`src/rtl/siteswap_pkg.sv`:
```
// Shared constants, throw type and FSM state encoding for the siteswap pattern loader.
package siteswap_pkg;
  localparam int MAX_PERIOD = 7;
  localparam int MAX_THROW  = 7;

  typedef logic [2:0] throw_t;

  typedef enum logic [2:0] {
    COLLECT,
    DIVIDE,
    CHECK,
    DONE,
    ERROR
  } state_t;
endpackage

```
`src/rtl/siteswap_pattern_loader.sv`:
```
// Serial siteswap entry: collects throw digits, checks sum/period divisibility and landing
// collisions with repeated subtraction, then publishes pattern, ball count and period.
module siteswap_pattern_loader
  import siteswap_pkg::*;
(
  input  logic       clk_in,
  input  logic       rst_in,
  input  logic [3:0] digit_in,
  input  logic       digit_valid_in,
  input  logic       commit_in,
  input  logic       clear_in,
  output logic [2:0] pattern_out [MAX_PERIOD],
  output logic [2:0] num_balls_out,
  output logic [2:0] period_out,
  output logic       pattern_valid_out,
  output logic       pattern_strobe_out,
  output logic       error_out,
  output logic       busy_out
);

  state_t     r_state;
  throw_t     r_pat [MAX_PERIOD];
  logic [2:0] r_len;
  logic [5:0] r_sum;
  logic [5:0] r_rem;
  logic [2:0] r_q;
  logic [2:0] r_i;
  logic [3:0] r_j;
  logic [6:0] r_land;

  throw_t     r_pat_out [MAX_PERIOD];
  logic [2:0] r_balls;
  logic [2:0] r_period;
  logic       r_valid;
  logic       r_strobe;
  logic       r_error;

  logic       w_dig_ok;
  logic [2:0] w_len_new;
  logic [5:0] w_sum_new;
  logic [5:0] w_len6;
  logic [2:0] w_i1;
  throw_t     w_next_throw;
  logic [3:0] w_next_j;

  assign w_dig_ok     = (digit_in <= 4'(MAX_THROW)) && (r_len < 3'(MAX_PERIOD));
  assign w_len_new    = r_len + (digit_valid_in ? 3'd1 : 3'd0);
  assign w_sum_new    = r_sum + (digit_valid_in ? {2'b00, digit_in} : 6'd0);
  assign w_len6       = {3'b000, r_len};
  assign w_i1         = r_i + 3'd1;
  // Index 7 only occurs when the last throw of a full-length pattern has landed.
  assign w_next_throw = (w_i1 == 3'(MAX_PERIOD)) ? '0 : r_pat[w_i1];
  assign w_next_j     = {1'b0, w_i1} + {1'b0, w_next_throw};

  always_ff @(posedge clk_in) begin
    if (rst_in || clear_in) begin
      r_state  <= COLLECT;
      r_len    <= '0;
      r_sum    <= '0;
      r_rem    <= '0;
      r_q      <= '0;
      r_i      <= '0;
      r_j      <= '0;
      r_land   <= '0;
      r_balls  <= '0;
      r_period <= '0;
      r_valid  <= 1'b0;
      r_strobe <= 1'b0;
      r_error  <= 1'b0;
      for (int k = 0; k < MAX_PERIOD; k++) begin
        r_pat[k]     <= '0;
        r_pat_out[k] <= '0;
      end
    end else begin
      r_strobe <= 1'b0;
      case (r_state)
        COLLECT: begin
          if (digit_valid_in && !w_dig_ok) begin
            r_state <= ERROR;
          end else begin
            if (digit_valid_in) begin
              r_pat[r_len] <= digit_in[2:0];
              r_len        <= w_len_new;
              r_sum        <= w_sum_new;
              r_error      <= 1'b0;
              r_valid      <= 1'b0;
            end
            // A digit in the same cycle counts toward the length the commit sees.
            if (commit_in) begin
              r_rem   <= w_sum_new;
              r_q     <= '0;
              r_state <= (w_len_new == 3'd0) ? ERROR : DIVIDE;
            end
          end
        end
        DIVIDE: begin
          if (r_rem >= w_len6) begin
            r_rem <= r_rem - w_len6;
            r_q   <= r_q + 3'd1;
          end else if (r_rem != 6'd0 || r_q == 3'd0) begin
            r_state <= ERROR;
          end else begin
            r_i     <= '0;
            r_j     <= {1'b0, r_pat[0]};
            r_land  <= '0;
            r_state <= CHECK;
          end
        end
        CHECK: begin
          if (r_j >= {1'b0, r_len}) begin
            r_j <= r_j - {1'b0, r_len};
          end else if (r_land[r_j[2:0]]) begin
            r_state <= ERROR;
          end else begin
            r_land[r_j[2:0]] <= 1'b1;
            r_i              <= w_i1;
            r_j              <= w_next_j;
            if (w_i1 == r_len) r_state <= DONE;
          end
        end
        DONE: begin
          for (int k = 0; k < MAX_PERIOD; k++)
            r_pat_out[k] <= (3'(k) < r_len) ? r_pat[k] : '0;
          r_balls  <= r_q;
          r_period <= r_len;
          r_valid  <= 1'b1;
          r_strobe <= 1'b1;
          r_error  <= 1'b0;
          r_len    <= '0;
          r_sum    <= '0;
          r_state  <= COLLECT;
        end
        ERROR: begin
          r_error <= 1'b1;
          r_valid <= 1'b0;
          r_len   <= '0;
          r_sum   <= '0;
          r_state <= COLLECT;
        end
        default: r_state <= COLLECT;
      endcase
    end
  end

  assign pattern_out        = r_pat_out;
  assign num_balls_out      = r_balls;
  assign period_out         = r_period;
  assign pattern_valid_out  = r_valid;
  assign pattern_strobe_out = r_strobe;
  assign error_out          = r_error;
  assign busy_out           = (r_state == DIVIDE) || (r_state == CHECK);

endmodule

```
`config.mk`:
```
export PLATFORM = sky130hd
export DESIGN_NAME = siteswap_pattern_loader
export DESIGN_NICKNAME = d
export VERILOG_FILES = /design/src/rtl/siteswap_pkg.sv /design/src/rtl/siteswap_pattern_loader.sv
export SDC_FILE = /design/constraint.sdc
export NUM_CORES = 1
export LEC_CHECK = 0
export ABC_CLOCK_PERIOD_IN_PS = 4500
export BUFFER_PORTS_ARGS = -buffer_cell sky130_fd_sc_hd__buf_4
export CORE_ASPECT_RATIO = 1.75
export CORE_UTILIZATION = 55
export DETAILED_ROUTE_END_ITERATION = 6
export GPL_ROUTABILITY_DRIVEN = 0
export PLACE_DENSITY = 0.81
export RECOVER_POWER = 25
export REMOVE_ABC_BUFFERS = 1
export SETUP_SLACK_MARGIN = 0.5
export SLEW_MARGIN = 5
export SYNTH_ARGS = -nofsm -noshare
export SYNTH_HDL_FRONTEND = slang
export SYNTH_SLANG_ARGS = --single-unit
```
`constraint.sdc`:
```
create_clock -name clk_in -period 4.5 [get_ports clk_in]
set_clock_uncertainty 0.2 [all_clocks]
set_input_delay 0.675 -clock clk_in [delete_from_list [all_inputs] [get_ports clk_in]]
set_output_delay 0.675 -clock clk_in [all_outputs]
set_load 0.005 [all_outputs]
```
==> qor.txt, run 1 <==
Crit path depth -> 10
IO buf count -> 39
Yosys cell types -> 73
Critical Path End -> r_j[2]
Starting Density -> 56.8%
DR vias -> 3,984
CTS tree -> built
Layout cells sized above 1 -> 15.3%
I/O Pins -> 40
Maximum vdd drop -> 259 µV
Nets -> 568
Cells after Synth -> 510
Register share of total power -> 49.7%
Area grow syn2layout -> 12.5%
Seq/Total Area, Yosys -> 42.5%
Main synth FF type -> dfxtp_1
Crit path time final -> 3.62 ns
Gr ovfl total -> 0
Worst R2R Start -> r_i[0]
Sw Pwr -> 0.000399 W
Clk root buf -> clkbuf_16
Fin. Hold Viols -> 0
Failing checks -> capacitance limit, slew limit
Clk sinks -> 89
Core Region -> 0.00826 mm²
CP max stage cell -> dfxtp_1
Slew Viols, Final -> 32
Yosys top cell by area -> dfxtp_1
Final HPWL DP -> 8.21 mm
Worst R2R Path Depth -> 10
Worst-margin pin slew -> 1.74 ns
Detailed-route wire length -> 11.5 mm
Fillers -> 661
Crit path DAT -> 3.69 ns
Clk pin slew, worst setup/hold paths -> 0.06 ns
Critical Path Fanout Max -> 9
Leakage Power -> 2.02 nW
Main area contributors after synthesis -> dfxtp_1 29%, edfxtp_1 13%, nor2_1 5.1%
Fraction of registers with async set/reset -> 0%
Worst skew pair latency -> 0.34 ns
Via density -> 6.29
Pin count of the biggest net entering global routing -> 59
Synth Register Bits -> 89
Chip width -> 71.8 µm
Max Root-Sink Buffers -> 2
Max incr delay on CP -> 0.60 ns
RSZ-0062 raised after global routing -> false
Pwr Density -> 321 mW/mm²
Share of the synthesized area in the top cell type -> 29.0%
Hold-fix buffers at CTS -> 0
Power share of the combinational group -> 6.4%
Kind of critical path -> register to register
Setup violators final -> 0
Drt pass-1 iters -> 6
# H-tree levels -> 3
First-pass GRT wire length -> 18.7 mm
Net Sw Frac -> 23.5%
Fin crit share -> 80.4%
Hold path start -> pattern_out[16]
Post-CTS Setup Bufs -> 0
CP delay by family, top -> adder cells
Slew HR -> -16.2%
Reg-to-Reg End -> r_j[2]
Synth warn -> 0
Die Height -> 124 µm
CP Launch Type -> register
DR iter-0 viols -> 319
Reg2Reg Setup Slack -> 0.88 ns
Buf/Inv on CP -> 1
Int Pwr -> 0.00130 W
Drt drc -> 0
Placed inst area -> 0.00498 mm²
Critical path cell sequence -> inv_1 -> ha_1 -> mux4_2 -> a22o_1 -> ha_1 -> fa_1 -> xor2_1 -> mux2i_1 -> a21o_1 -> mux2i_1
Full die area -> 0.00891 mm²
Post-synth EDFFs -> 21
Setup crit end kind -> register
Achievable Freq -> 276 MHz
Num CTS Buffers -> 9
FP Rows -> 44
Post-cts sizing count -> 0
Tot GR Track Use -> 27.7%
Number of global-route vias before repair -> 3,989
Status -> finished with violations
Post-DR wirelength/cell -> 18.1 µm
Diodes inserted -> 0
Routed Antenna Nets -> 0
Max-cap violations -> 1
Final setup TNS -> 0 ns
Avg Synthesized Cell Area -> 9.20 µm²
Path type of the worst min-delay path -> register to register
Critical path origin -> r_i[0]
Clk pwr share -> 43.9%
Initial antenna violation count -> 0
Final Instance Area -> 0.00528 mm²
Mapped cell area -> 0.00469 mm²
Worst Path Required -> 4.57 ns
-- stage by stage --
stage / power [W] / instances / setup WS (ns) / util, % / hold slack (ns)
after detailed placement: 0.000966 / 617 / 0.967 / 60.3 / 0.249
after CTS: 0.00170 / 633 / 0.905 / 63.9 / 0.257
after floorplan: 0.000924 / 481 / 1.30 / - / 0.222
after global routing: 0.00174 / 633 / 0.720 / 63.9 / 0.275
after global placement: 0.000962 / 617 / 1.05 / 60.3 / 0.233
final: 0.00169 / 633 / 0.882 / 63.9 / 0.251
-- flip-flops by register name, summed over array words and instances, names as in the netlist, 4 cells and up --
register and cells:
r_land 7, r_pat 24, r_j 4, pattern_out 21
r_rem 6, r_sum 6
-- layer usage --
metal | up-vias | share of wire (%) | global-route usage, %
li1 | 1887 | - | -
met3 | 48 | 3.8 | 4.53
met5 | - | 0 | 0
met2 | 129 | 53 | 50.7
met4 | 0 | 5.1 | 17.2
met1 | 1920 | 38 | 29.1
-- layout by cell type (no fill, tap or decap), types with 3 or more instances in the layout --
| cell type | netlist | layout |
|---|---|---|
| a211o_1 | 3 | 3 |
| a21boi_0 | 4 | 4 |
| a21o_1 | 4 | 4 |
| a21oi_1 | 39 | 39 |
| a22o_1 | 3 | 3 |
| a22oi_1 | 12 | 12 |
| a31oi_1 | 9 | 9 |
| and2_1 | 5 | 5 |
| and3_1 | 3 | 3 |
| buf_4 | 2 | 14 |
| clkbuf_16 | 0 | 10 |
| clkbuf_4 | 0 | 29 |
| conb_1 | 1 | 3 |
| dfxtp_1 | 68 | 68 |
| edfxtp_1 | 21 | 21 |
| fa_1 | 4 | 4 |
| ha_1 | 19 | 19 |
| inv_1 | 25 | 25 |
| mux2_2 | 3 | 3 |
| mux2i_1 | 10 | 10 |
| mux4_2 | 6 | 6 |
| nand2_1 | 41 | 41 |
| nand3_1 | 25 | 25 |
| nand4_1 | 5 | 5 |
| nor2_1 | 64 | 64 |
| nor2b_1 | 6 | 6 |
| nor3_1 | 4 | 4 |
| o211ai_1 | 3 | 3 |
| o21a_1 | 6 | 6 |
| o21ai_0 | 22 | 22 |
| o21ai_1 | 5 | 5 |
| o31ai_1 | 3 | 3 |
| or3_1 | 4 | 4 |
| xnor2_1 | 4 | 4 |
| xor2_1 | 6 | 6 |
-- cells by family after synthesis --
family          Yosys count  synth area share, %
compound gates          133                 18.8
xor+xnor                 10                 1.87
fa+ha+maj                23                 6.78
buf+inv                  57                 5.55
flops                    89                 42.5
mux                      20                 5.98
other cells               1               0.0800
simple gates            177                 18.5
-- worst register-to-register path: cells and delay by family, from the launching register on --
kind            cells  cell delay [ns]
xor+xnor            1             0.24
fa+ha+maj           3             1.16
compound gates      2             0.39
flops               1             0.60
mux                 3             0.78
buf+inv             1             0.18
-- power groups by stage --
stage | Combinational, W | Sequential, W | Clock [W]
floorplan | 0.0000699 | 0.000854 | 0
global placement | 0.000103 | 0.000859 | 0
detailed placement | 0.000106 | 0.000859 | 0
CTS | 0.000107 | 0.000842 | 0.000749
global route | 0.000118 | 0.000843 | 0.000779
finish | 0.000108 | 0.000842 | 0.000744
-- cell type report --
| class | count | area (µm²) | share of cell area (%) |
|---|---|---|---|
| clock buffer | 12 | 268 | 5.07 |
| clock inverter | 4 | 32.5 | 0.617 |
| inverter | 26 | 97.6 | 1.85 |
| multi-input combinational | 366 | 2440 | 46.3 |
| sequential | 89 | 1990 | 37.8 |
| tap | 92 | 115 | 2.18 |
| timing repair buffer | 44 | 327 | 6.19 |
-- worst min-delay path by stage --
stage / end / slack [ns] / depth (start not counted)
after floorplan: r_land[3] / 0.22 / 2
after global placement: r_land[3] / 0.23 / 2
after detailed placement: period_out[1] / 0.25 / 2
after CTS: pattern_out[4] / 0.26 / 2
after global routing: pattern_out[4] / 0.28 / 2
final: pattern_out[16] / 0.25 / 2
-- cell usage after synthesis, drive strengths merged (5+ instances only) --
cell / instances
dfxtp: 68
nor2: 64
a21oi: 41
nand2: 41
clkbuf: 27
o21ai: 27
inv: 25
nand3: 25
edfxtp: 21
ha: 19
a22oi: 12
a31oi: 11
mux2i: 10
mux4: 6
nor2b: 6
o21a: 6
xor2: 6
and2: 5
nand4: 5
nor3: 5
or3: 5
No activity file was read; power rests on OpenSTA's default activity.
==> run 2: changes to the inputs <==
--- a/config.mk
+++ b/config.mk
@@ -5,13 +5,14 @@
 export SDC_FILE = /design/constraint.sdc
 export NUM_CORES = 1
 export LEC_CHECK = 0
-export ABC_CLOCK_PERIOD_IN_PS = 4500
+export ABC_AREA = 1
+export ABC_CLOCK_PERIOD_IN_PS = 3000
 export BUFFER_PORTS_ARGS = -buffer_cell sky130_fd_sc_hd__buf_4
 export CORE_ASPECT_RATIO = 1.75
-export CORE_UTILIZATION = 55
+export CORE_UTILIZATION = 54
 export DETAILED_ROUTE_END_ITERATION = 6
 export GPL_ROUTABILITY_DRIVEN = 0
-export PLACE_DENSITY = 0.81
+export PLACE_DENSITY = 0.83
 export RECOVER_POWER = 25
 export REMOVE_ABC_BUFFERS = 1
 export SETUP_SLACK_MARGIN = 0.5
==> constraint.sdc (replaced) <==
create_clock -name clk_in -period 3 [get_ports clk_in]
set_clock_uncertainty 0.2 [all_clocks]
set_input_delay 0.45 -clock clk_in [delete_from_list [all_inputs] [get_ports clk_in]]
set_output_delay 0.45 -clock clk_in [all_outputs]
set_load 0.005 [all_outputs]
==> run 2 against run 1 <==
The run ends with DRC left; clock power grew 55%; final cell count grew 28%; critical path depth grew 3.
==> qor.txt, run 2 <==
Status -> finished with violations
Failing checks -> DRC
Fin crit share -> 86.7%
CP Launch Type -> register
Slew HR -> 45.4%
Post-synth EDFFs -> 21
Yosys cell types -> 43
Critical Path Fanout Max -> 6
Max Root-Sink Buffers -> 2
Synth top cells by count -> 135 x nand2_1, 68 x dfxtp_1, 61 x a21oi_1
Achievable Freq -> 385 MHz
Via density -> 5.91
Max-cap violations -> 0
Final Worst Setup Slack -> 0.399 ns
Setup crit end kind -> register
Pin count of the biggest net entering global routing -> 40
Num CTS Buffers -> 9
Slew Viols, Final -> 0
Crit path time final -> 2.60 ns
Yosys top cell by area -> dfxtp_1
Tot GR Track Use -> 30.1%
Final Instance Area -> 0.00572 mm²
Core Region -> 0.00873 mm²
Fraction of registers with async set/reset -> 0%
Drt pass-1 iters -> 7
Commonest cells after routing, fill and taps aside -> 130 x nand2_1, 65 x dfxtp_1, 60 x a21oi_1, 59 x nand3_1, 56 x nor2_1
CTS tree -> built
Mapped cell area -> 0.00487 mm²
Setup violators final -> 0
Largest Register -> r_pat
First-pass GRT wire length -> 21.7 mm
Seq/Total Area, Yosys -> 40.9%
Die Height -> 128 µm
Setup WS pre-CTS -> 0.142 ns
DR iter-0 viols -> 655
Layout cells sized above 1 -> 21.1%
Synth warn -> 0
Share of the synthesized area in the top cell type -> 28.0%
Most instantiated library cell after synthesis -> nand2_1
Most common cell after layout, fill and taps aside -> nand2_1
Area grow syn2layout -> 17.6%
Pwr Density -> 480 mW/mm²
Final HPWL DP -> 9.02 mm
Clk root buf -> clkbuf_16
Post-DR wirelength/cell -> 16.3 µm
FP Rows -> 45
RSZ-0062 raised after global routing -> true
Starting Density -> 55.8%
Path type of the worst min-delay path -> input pin to register
Worst skew pair latency -> 0.35 ns
Placed inst area -> 0.00529 mm²
Chip width -> 73.8 µm
Maximum vdd drop -> 283 µV
IO buf count -> 39
Fin. Hold Viols -> 0
Fin cells -> 808
Leakage Power -> 2.32 nW
Clk pin slew, worst setup/hold paths -> 0.07 ns
Overall Power -> 0.00275 W
Cells after Synth -> 639
Nets -> 718
I/O Pins -> 40
Diodes inserted -> 0
Post-Place Cells -> 785
Routed Antenna Nets -> 0
Main synth FF type -> dfxtp_1
Drt drc -> 2
Clk sinks -> 89
DR vias -> 4,775
Max FFs per register -> 24
Main area contributors after synthesis -> dfxtp_1 28%, edfxtp_1 13%, nand2_1 10%
Kind of critical path -> register to register
Worst Path Required -> 3.05 ns
Full die area -> 0.00941 mm²
Crit path DAT -> 2.65 ns
Hold-fix buffers at CTS -> 0
Initial antenna violation count -> 0
Synth Register Bits -> 89
Detailed-route wire length -> 13.2 mm
Number of global-route vias before repair -> 4,725
Avg Synthesized Cell Area -> 7.61 µm²
Worst-margin pin slew -> 0.818 ns
Gr ovfl total -> 0
# H-tree levels -> 3
run 2: changes by cell type after synthesis, moves of 11 or more:
cell,change
nand2_1,+94
o21ai_0,+23
a22oi_1,-11
a21oi_1,+22
nand3_1,+35
inv_1,+29
run 2: layout make-up:
class / count / area, µm²
clock buffer: 10 / 229
clock inverter: 6 / 67.6
fill: 715 / 3010
inverter: 64 / 243
multi-input combinational: 463 / 2590
sequential: 89 / 2000
tap: 117 / 146
timing repair buffer: 59 / 447
run 2: power by group:
part | switching, W | leakage (nW) | internal, W
combinational | 0.000211 | 1.40 | 0.000109
sequential | 0.0000266 | 0.782 | 0.00125
clock | 0.000500 | 0.139 | 0.000651
total | 0.000737 | 2.32 | 0.00201
run 2: per-stage QoR:
step / utilization [%] / hold slack (ns) / setup TNS [ns]
6_report: 65.6 / 0.198 / 0
3_3_place_gp: 60.6 / 0.251 / 0
2_1_floorplan: - / 0.239 / -2.24
5_1_grt: 65.6 / 0.235 / 0
3_5_place_dp: 60.6 / 0.257 / 0
4_1_cts: 64.9 / 0.191 / 0
run 2: layer usage:
layer  share of wire (%)  GRT usage [%]  up-vias
li1                    -              -     2220
met1                  35           31.8     2218
met2                  52           51.1      250
met3                 6.5           6.15       87
met4                 6.3           22.3        0
met5                   0              0        -
run 2: repair_timing:
item                       4_1_cts  5_1_grt
pin swaps                        4        6
buffers inserted                 5        2
hold endpoints to repair         0        0
setup endpoints to repair       11       22
resized for setup               17       21
run 2: cell families (layout without fill, tap and decap cells):
group                      Yosys count  after routing  synth area share [%]
muxes                                1              1                 0.206
DFF                                 89             89                  40.9
adders and majority gates           23             23                  6.53
xor gates and xnor gates             7              7                  1.26
AOI/OAI and AO/OA                  130            130                  14.7
other                                1              3                0.0771
and+or+nand+nor                    299            299                  28.7
buffers and inverters               89            139                  7.53
run 2: final timing paths:
kind / from / to / slack [ns] / cells after the start
worst min register to register: pattern_out[9] / pattern_out[9] / 0.26 / 2
worst max register to register: r_i[0] / r_j[1] / 0.40 / 13
worst min-delay path: rst_in / r_i[1] / 0.20 / 4
worst max-delay path: r_i[0] / r_j[1] / 0.40 / 13
run 2: critical path: stages (launching register included):
cell and delay (ns):
dfxtp_2 0.34, inv_2 0.06, ha_4 0.31, buf_4 0.13
o21ai_0 0.10, o22ai_1 0.23, a22o_1 0.25, fa_2 0.47
nand2_2 0.09, nand3_2 0.05, nand2_1 0.09, nand3_1 0.08
nand2_1 0.06, nor2_1 0.04
